`src/rtl/immenc.sv`:
```
// immenc: pipelined RV32I immediate encoder, the inverse of immgen.
// Scatters a 32-bit immediate into the format-specific bit positions of a
// base instruction word and flags values the chosen format cannot hold.
// Two register stages: S1 holds the request, S2 holds the packed word.
module immenc #(
    parameter int CNT_W = 16
) (
    input  logic             clk,
    input  logic             rst_n,
    input  logic             in_valid,
    output logic             in_ready,
    input  logic [2:0]       in_imm_sel,
    input  logic [31:0]      in_imm,
    input  logic [31:0]      in_base,
    output logic             out_valid,
    input  logic             out_ready,
    output logic [31:0]      out_inst,
    output logic             out_err,
    output logic [CNT_W-1:0] err_cnt
);

    // Format codes shared with immgen; 5..7 are invalid.
    typedef enum logic [2:0] {
        FMT_I = 3'd0,
        FMT_S = 3'd1,
        FMT_B = 3'd2,
        FMT_U = 3'd3,
        FMT_J = 3'd4
    } imm_fmt_e;

    logic        s1_valid;
    logic [2:0]  s1_sel;
    logic [31:0] s1_imm;
    logic [31:0] s1_base;

    logic        s2_valid;
    logic [31:0] s2_inst;
    logic        s2_err;

    logic        s1_adv;
    logic        s2_adv;
    logic [31:0] pack_inst;
    logic        pack_err;

    // A stage may load whenever it is empty or its contents move on this edge.
    assign s2_adv   = !s2_valid || out_ready;
    assign s1_adv   = !s1_valid || s2_adv;
    assign in_ready = s1_adv;

    assign out_valid = s2_valid;
    assign out_inst  = s2_inst;
    assign out_err   = s2_err;

    // Pack the S1 immediate into the base word and check it fits the format.
    always_comb begin
        pack_inst = s1_base;
        pack_err  = 1'b0;
        case (s1_sel)
            FMT_I: begin
                pack_inst[31:20] = s1_imm[11:0];
                pack_err = !((&s1_imm[31:11]) || !(|s1_imm[31:11]));
            end
            FMT_S: begin
                pack_inst[31:25] = s1_imm[11:5];
                pack_inst[11:7]  = s1_imm[4:0];
                pack_err = !((&s1_imm[31:11]) || !(|s1_imm[31:11]));
            end
            FMT_B: begin
                pack_inst[31]    = s1_imm[12];
                pack_inst[7]     = s1_imm[11];
                pack_inst[30:25] = s1_imm[10:5];
                pack_inst[11:8]  = s1_imm[4:1];
                pack_err = !((&s1_imm[31:12]) || !(|s1_imm[31:12])) || s1_imm[0];
            end
            FMT_U: begin
                pack_inst[31:12] = s1_imm[31:12];
                pack_err = |s1_imm[11:0];
            end
            FMT_J: begin
                pack_inst[31]    = s1_imm[20];
                pack_inst[19:12] = s1_imm[19:12];
                pack_inst[20]    = s1_imm[11];
                pack_inst[30:21] = s1_imm[10:1];
                pack_err = !((&s1_imm[31:20]) || !(|s1_imm[31:20])) || s1_imm[0];
            end
            default: begin
                pack_inst = s1_base;
                pack_err  = 1'b1;
            end
        endcase
    end

    // Stage 1: capture the raw request whenever the input handshake completes.
    always_ff @(posedge clk or negedge rst_n) begin
        if (!rst_n) begin
            s1_valid <= 1'b0;
            s1_sel   <= 3'd0;
            s1_imm   <= 32'd0;
            s1_base  <= 32'd0;
        end else if (s1_adv) begin
            s1_valid <= in_valid;
            if (in_valid) begin
                s1_sel  <= in_imm_sel;
                s1_imm  <= in_imm;
                s1_base <= in_base;
            end
        end
    end

    // Stage 2: hold the packed word until the consumer takes it.
    always_ff @(posedge clk or negedge rst_n) begin
        if (!rst_n) begin
            s2_valid <= 1'b0;
            s2_inst  <= 32'd0;
            s2_err   <= 1'b0;
        end else if (s2_adv) begin
            s2_valid <= s1_valid;
            if (s1_valid) begin
                s2_inst <= pack_inst;
                s2_err  <= pack_err;
            end
        end
    end

    // Count delivered results that carried an error, sticking at all-ones.
    always_ff @(posedge clk or negedge rst_n) begin
        if (!rst_n) begin
            err_cnt <= '0;
        end else if (s2_valid && out_ready && s2_err && (err_cnt != '1)) begin
            err_cnt <= err_cnt + {{(CNT_W-1){1'b0}}, 1'b1};
        end
    end

endmodule

```
`config.mk`:
```
export PLATFORM = sky130hd
export DESIGN_NAME = immenc
export DESIGN_NICKNAME = d
export VERILOG_FILES = /design/src/rtl/immenc.sv
export SDC_FILE = /design/constraint.sdc
export NUM_CORES = 1
export LEC_CHECK = 0
export ABC_AREA = 0
export CAP_MARGIN = 20
export CORE_MARGIN = 5
export CORE_UTILIZATION = 63
export CTS_CLUSTER_DIAMETER = 150
export DETAILED_ROUTE_END_ITERATION = 6
export DONT_BUFFER_PORTS = 1
export GPL_ROUTABILITY_DRIVEN = 0
export PLACE_DENSITY_LB_ADDON = 0.12
export SLEW_MARGIN = 20
export SYNTH_ARGS = -nofsm -noshare
export SYNTH_HDL_FRONTEND = slang
export SYNTH_SLANG_ARGS = --single-unit
```
`constraint.sdc`:
```
create_clock -name clk -period 2 [get_ports clk]
set_clock_uncertainty 0.15 [all_clocks]
set_input_delay 0.1 -clock clk [delete_from_list [all_inputs] [get_ports clk]]
set_output_delay 0.1 -clock clk [all_outputs]
set_load 0.1 [all_outputs]
```
==> results of run 1 <==
## worst register-to-register path, cell delays in order (launching register included)
cell and delay (ns):
dfrtp_1 0.48, nand2b_1 0.28, mux2_2 0.48, mux2i_1 0.16, o21ai_0 0.24
## through the flow
step	setup WS [ns]	std cells	power, mW	cell area, sq um
detailed placement	0.1547	566	6.715	5898
CTS	0.1365	667	9.926	7192
floorplan	-0.6931	420	5.969	5413
global placement	0.2042	566	6.637	5898
finish	0.1175	667	9.983	7194
global route	0.03402	667	10.31	7194
## per-layer routing
| layer | vias up | share of wire | wire, microns |
|---|---|---|---|
| met5 | - | 0 | 0 |
| met4 | 0 | 0.023 | 331 |
| met3 | 34 | 0.072 | 1045 |
| met2 | 177 | 0.52 | 7589 |
| met1 | 1981 | 0.38 | 5497 |
| li1 | 1772 | - | - |
## worst min-delay path by stage
stage	end	slack [ns]	cells past startpoint
floorplan	err_cnt[10]$_DFFE_PN0P_	-0.35	0
global placement	err_cnt[10]$_DFFE_PN0P_	-0.34	0
detailed placement	err_cnt[9]$_DFFE_PN0P_	-0.34	0
CTS	out_inst[19]$_DFFE_PN0P_	-0.89	0
global route	err_cnt[13]$_DFFE_PN0P_	-0.91	0
finish	err_cnt[13]$_DFFE_PN0P_	-0.87	0
## final cells by class
class	instances	area, sq um	share of cell area
timing repair buffer	131	1181	0.1642
inverter	1	3.754	0.0005217
clock buffer	19	431.7	0.06000
clock inverter	13	171.4	0.02383
tap	105	131.4	0.01826
multi-input combinational	280	2292	0.3186
sequential	118	2983	0.4146
## registers in the layout, indices dropped and copies added, names as in the netlist
register   count
err_cnt       16
out_err        1
out_inst      32
out_valid      1
s1_base       32
s1_imm        32
s1_sel         3
s1_valid       1
## cell families (layout without fill, tap and decap cells)
kind of cell | count (synthesis) | after routing | synth area share
buffers and inverters | 22 | 164 | 0.02269
adder cells (fa/ha/maj) | 2 | 2 | 0.004299
AND/OR/NAND/NOR | 102 | 102 | 0.09768
multiplexers | 101 | 101 | 0.2157
AO/OA/AOI/OAI | 61 | 61 | 0.07261
flip-flops | 118 | 118 | 0.5636
XOR/XNOR | 14 | 14 | 0.02340
## cell usage after synthesis
library cell,count,area (sq um)
dfrtp_1,118,2953
nand3_1,9,45.04
a21oi_4,1,16.27
clkbuf_1,6,22.52
mux2i_1,18,180.2
nor2_1,15,56.30
o221ai_1,7,61.31
buf_4,5,37.54
o21ai_0,29,145.1
nand3b_1,1,7.510
xor2_1,4,35.03
mux4_2,1,22.52
nand3b_4,1,20.02
buf_1,1,3.750
nand4_1,10,62.56
ha_1,1,12.51
inv_1,1,3.750
nor3_1,2,10.01
buf_6,1,11.26
and3_1,3,18.77
xnor2_1,10,87.58
o22ai_1,7,43.79
and4_4,2,22.52
nor4_1,6,37.54
nand2b_1,5,31.28
buf_2,8,40.04
o211ai_1,4,30.03
mux2_2,81,912.1
a221oi_1,1,8.760
mux2_4,1,15.01
nand2_1,44,165.2
a21oi_1,6,30.03
o21a_1,2,15.01
a21o_1,1,7.510
a22oi_1,1,7.510
a21boi_1,1,7.510
maj3_1,1,10.01
or4_1,2,15.01
nor3_2,2,20.02
a211oi_1,1,7.510
## repair_timing
action	in CTS	in global routing
resized for setup	0	1
hold endpoints to repair	198	118
setup endpoints to repair	0	1
## power by group
group	switching (mW)	internal (mW)
sequential	0.346	2.86
combinational	2.66	1.02
clock	1.15	1.94
total	4.16	5.83
==> impl_results.md, run 1 <==
- M2 GR Usage: 0.5277
- Num CTS Buffers: 17
- CP max stage delay: 0.48 ns
- IO Port Bufs: 0
- R2R setup slack: 0.12 ns
- Worst Max-Slew Pin Slew: 0.4400 ns
- CP max FO: 9
- Worst VDD drop: 0.7836 mV
- Average via count per standard cell: 5.943
- Static Leak: 3.225 nW
- H-tree Lvls: 4
- Critical path's slowest cell: dfrtp_1
- Buffer and inverter count on the worst path: 0
- Seq/Total Area, Yosys: 0.5636
- Hold-fix buffers, CTS: 69
- Max-slew headroom: 0.7044
- Period utilization: 0.9413
- Commonest non-fill, non-tap cell in the layout: dfrtp_1
- Starting density of the core: 0.6408
- # IOs: 122
- Clock Pin Slew Worst Setup and Hold Paths: 0.07 ns
- Clock insertion delay at the later pin of the skew report: 0.52 ns
- CTS sink count: 118
- Die width: 101.2 microns
- Synthesized instance count: 420
- Max Root-Sink Buffers: 2
- Synthesized area: 5239 sq um
- CORE AREA: 8175 sq um
- Slew Viols, Final: 0
- Max-cap violations: 0
- FF-to-FF Start: s1_sel[1]$_DFFE_PN0P_
- Failing checks: hold timing
- Total negative slack: 0 ns
- Worst path depth: 4
- Share of cells above drive strength 1: 0.3612
- Initial drt markers: 310
- CP required: 2.27 ns
- RSZ-0062 raised after global routing: no
- Synth cell types: 40
- Initial antenna violation count: 0
- DP HPWL: 8.431 mm
- # diodes: 0
- Commonest cells after routing, fill and taps aside: dfrtp_1, dlygate4sd3_1, buf_4
- Met3 Use GR: 0.1006
- Largest net degree at the start of global routing: 119
- Grt total ovfl: 0
- Fin util: 0.8800
- ANT nets after route: 0
- Fin. Hold Viols: 118
- Filler instances: 368
- Hold_ws: -0.8728 ns
- CTS Root Cell: clkbuf_8
- Max frequency: 531.2 MHz
- Fin nets: 621
- Setup crit start: s1_sel[1]$_DFFE_PN0P_
- GRT Max-Usage Layer: met2
- Global-route wire length before repair: 23.07 mm
- Wirelength per Cell: 21.68 microns
- Die area: 10240 sq um
- R2R cell count: 4
- Worst path cell trace: nand2b_1 > mux2_2 > mux2i_1 > o21ai_0
- DRT Pass-1 Iters: 4
- Run status: finished with violations
- CP arrival: 2.15 ns
- Row cnt: 33
- PD cells: 1388 nW/um^2
- Post-CTS Setup Inserts: 0
- Final Routed Wirelength: 14.46 mm
- Mapped Avg Cell Area: 12.47 sq um
- Worst r2r dst: out_inst[17]$_DFFE_PN0P_
- Synth Net Count: 492
- Setup-failing EPs final: 0
- Crit path max-delay family: multiplexers
- Crit path launch type: register
- CTS tree: built
- Number of remaining DRC errors: 0
- Area Growth Syn to Fin: 37.33%
- Die Y: 101.2 microns
- Hold Path Class: input port to asynchronous set/reset pin
- Global router's overall resource usage: 0.3000
- Worst setup path end: out_inst[17]$_DFFE_PN0P_
- Synthesis Warnings: 0
- Vias in the first global route: 4352
- Tmin final: 1.883 ns
- Endpoint class of the critical path: register
- #FFs+latches synth: 118
- Crit Path Class: register to register
- Vias post-DR: 3964
- Met1 usage: 0.3421
Note: power is estimated with default switching activity, not from simulation.
==> inputs of run 2 (changes only) <==
--- a/config.mk
+++ b/config.mk
@@ -7,3 +7,3 @@
 export LEC_CHECK = 0
-export ABC_AREA = 0
+export ABC_AREA = 1
 export CAP_MARGIN = 20
==> constraint.sdc (replaced) <==
create_clock -name clk -period 2 [get_ports clk]
set_clock_uncertainty 0.15 [all_clocks]
set_input_delay 0.2 -clock clk [delete_from_list [all_inputs] [get_ports clk]]
set_output_delay 0.2 -clock clk [all_outputs]
set_load 0.1 [all_outputs]
==> run 2 against run 1 <==
Compared with the run above:
- the flow still finishes with violations (hold timing)
- non-clock buffer count up 11
- area after synthesis increased by 3.2%
- hold slack gained 0.089 ns
- critical path depth unchanged
- combinational power grew 29%
- sequential cell count stayed put
- clock-buffer cell count decreased by 2
- final cell count up 30%
- die area up 2.8%
- synthesized cell count increased by 45%
- critical path type unchanged
- first-iteration DRC count up 28%
==> impl_results.md, run 2 <==
- DRT Pass-1 Iters: 7
- H-tree Lvls: 4
- GRT Max-Usage Layer: met2
- Post-synth EDFFs: 0
- Vias in the first global route: 5163
- #FFs+latches synth: 118
- Area Growth Syn to Fin: 36.98%
- Max-cap violations: 0
- Row cnt: 33
- Crit Path Class: register to register
- Hold-fix buffers, CTS: 78
- Top_reg_cell synth: dfrtp_1
- Synthesized area: 5404 sq um
- Initial antenna violation count: 0
- Commonest cells after routing, fill and taps aside: nand2_1, dfrtp_1, nor2_1
- Largest net degree at the start of global routing: 119
- Clock share of power: 0.260
- Clock insertion delay at the later pin of the skew report: 0.53 ns
- Adder-cell share of the synthesized area: 0.002315
- Async set or reset register ratio after synthesis: 1.000
- Wirelength per Cell: 18.10 microns
- CORE AREA: 8299 sq um
- Clock Pin Slew Worst Setup and Hold Paths: 0.06 ns
- Sw frac: 0.4776
- Area fraction of the dominant cell type after synthesis: 0.5464
- Die width: 102.6 microns
- Static Leak: 3.408 nW
- Cell-internal power: 5.709 mW
- Worst VDD drop: 0.9227 mV
- CTS tree: built
- Number of remaining DRC errors: 0
- R2R setup slack: 0.07 ns
- Grt total ovfl: 0
- FF-to-FF Start: out_valid$_DFFE_PN0P_
- CTS Root Cell: clkbuf_8
- Setup-failing EPs final: 0
- Fin nets: 822
- Run status: finished with violations
- PD cells: 1477 nW/um^2
- Final Routed Wirelength: 15.71 mm
- Commonest non-fill, non-tap cell in the layout: nand2_1
- Hold Path Class: input port to asynchronous set/reset pin
- Max Root-Sink Buffers: 2
- R2R cell count: 4
- Starting density of the core: 0.6511
- Total negative slack: 0 ns
- Synth Area in Simple Gates: 0.1989
- Max frequency: 519.0 MHz
- Die area: 10530 sq um
- Slew Viols, Final: 0
- Placed Area: 6032 sq um
- Tmin final: 1.927 ns
- Synthesized instance count: 609
- P_sw: 5.220 mW
- Top cells by area, synth: dfrtp_1, nand2_1, mux2_2, nor2_1, a21oi_1
- Fin. Hold Viols: 118
- Post-synthesis xor/xnor area fraction: 0.01135
- Synth cell count leaders: nand2_1, dfrtp_1, nor2_1, inv_1, a21oi_1
- Max-slew headroom: 0.7051
- Compound-Gate Fraction of Synth Area: 0.1097
- Met1 usage: 0.3453
- Flop pwr share: 0.306
- Endpoint class of the critical path: register
- CP required: 2.25 ns
- Top-count cell post-synth: nand2_1
- Worst Max-Slew Pin Slew: 0.4389 ns
- Synth Net Count: 681
- Cell area after layout: 7402 sq um
- DP HPWL: 9.439 mm
- Synthesis Warnings: 0
- # diodes: 0
- Hold_ws: -0.7837 ns
- Mux cell area share after synthesis: 0.06877
- Share of cells above drive strength 1: 0.2307
- Failing checks: hold timing
- IO Port Bufs: 0
- # IOs: 122
- M2 GR Usage: 0.5462
- Met3 Use GR: 0.07984
- Gate power share: 0.434
- Seq/Total Area, Yosys: 0.5464
- Largest family of logic cells by synthesized area: simple AND/OR/NAND/NOR gates
- Synth cell types: 32
- Average via count per standard cell: 5.727
- Initial drt markers: 398
- CP arrival: 2.18 ns
- Num CTS Buffers: 17
- Cell taking the most area after synthesis: dfrtp_1
- CP max FO: 14
- CTS sink count: 118
- Worst r2r dst: s1_base[13]$_DFFE_PN0P_
- Vias post-DR: 4971
- Period utilization: 0.9634
- Crit path launch type: register
- ANT nets after route: 0
- Mapped Avg Cell Area: 8.873 sq um
- Global router's overall resource usage: 0.3122
- Die Y: 102.6 microns
- Global-route wire length before repair: 25.04 mm
==> run 2: cells by family (layout without fill, tap and decap cells) <==
| kind of cell | Yosys count | in the layout |
|---|---|---|
| AND/OR/NAND/NOR | 260 | 260 |
| flip-flops | 118 | 118 |
| AO/OA/AOI/OAI | 109 | 109 |
| buffers and inverters | 81 | 235 |
| multiplexers | 33 | 33 |
| XOR/XNOR | 7 | 7 |
| adder cells (fa/ha/maj) | 1 | 1 |
==> run 2: power groups by stage <==
stage	combinational (mW)	clock, mW	sequential (mW)
2_1_floorplan	1.08	0	5.77
3_3_place_gp	4.43	0	3.31
3_5_place_dp	4.49	0	3.34
4_1_cts	4.66	2.85	3.31
5_1_grt	4.94	2.98	3.40
6_report	4.74	2.84	3.34
==> run 2: final cells by class <==
type | count | area [sq um]
clock inverter | 15 | 143.9
fill | 371 | 897.1
inverter | 61 | 231.5
multi-input combinational | 410 | 2216
tap | 105 | 131.4
timing repair buffer | 142 | 1286
clock buffer | 17 | 414.1
sequential | 118 | 2979
==> run 2: stage by stage <==
stage               worst slack, ns  std cells  total power [mW]    util  hold WS, ns
CTS                         0.04908        866             10.82  0.8881      -0.7943
global route              -0.003038        868             11.32  0.8919      -0.7984
floorplan                  -0.05331        609             6.859       -      -0.2456
finish                      0.07328        868             10.93  0.8919      -0.7837
detailed placement           0.1395        756             7.837  0.7268      -0.2427
global placement             0.1905        756             7.745  0.7268      -0.2428
==> run 2: how the worst max path moves through the flow <==
| stage | slack [ns] | cells after the start | endpoint | start |
|---|---|---|---|---|
| final | 0.07 | 4 | s1_base[13]$_DFFE_PN0P_ | out_valid$_DFFE_PN0P_ |
| after global routing | -0.003 | 7 | out_inst[19]$_DFFE_PN0P_ | s1_sel[1]$_DFFE_PN0P_ |
| after CTS | 0.05 | 4 | s1_base[16]$_DFFE_PN0P_ | out_valid$_DFFE_PN0P_ |
| after detailed placement | 0.14 | 11 | err_cnt[5]$_DFFE_PN0P_ | err_cnt[1]$_DFFE_PN0P_ |
| after global placement | 0.19 | 11 | err_cnt[2]$_DFFE_PN0P_ | err_cnt[1]$_DFFE_PN0P_ |
| after floorplan | -0.05 | 5 | s1_base[0]$_DFFE_PN0P_ | out_valid$_DFFE_PN0P_ |
==> run 2: critical path: stages (launching register included) <==
cell and delay [ns]:
dfrtp_4 0.44, nand3_4 0.10, nand2_8 0.16, mux2_2 0.37, dlygate4sd3_1 0.58
==> run 2: repair_timing <==
| item | in CTS | in global routing |
|---|---|---|
| setup buffers | 0 | 2 |
| endpoints found under the hold margin | 188 | 118 |
| endpoints found under the setup margin | 0 | 15 |
| resized for setup | 0 | 4 |
==> run 2: layer usage <==
metal / vias to the layer above / share of wire
met3: 69 / 0.075
li1: 2271 / -
met1: 2368 / 0.36
met5: - / 0
met2: 263 / 0.52
met4: 0 / 0.043
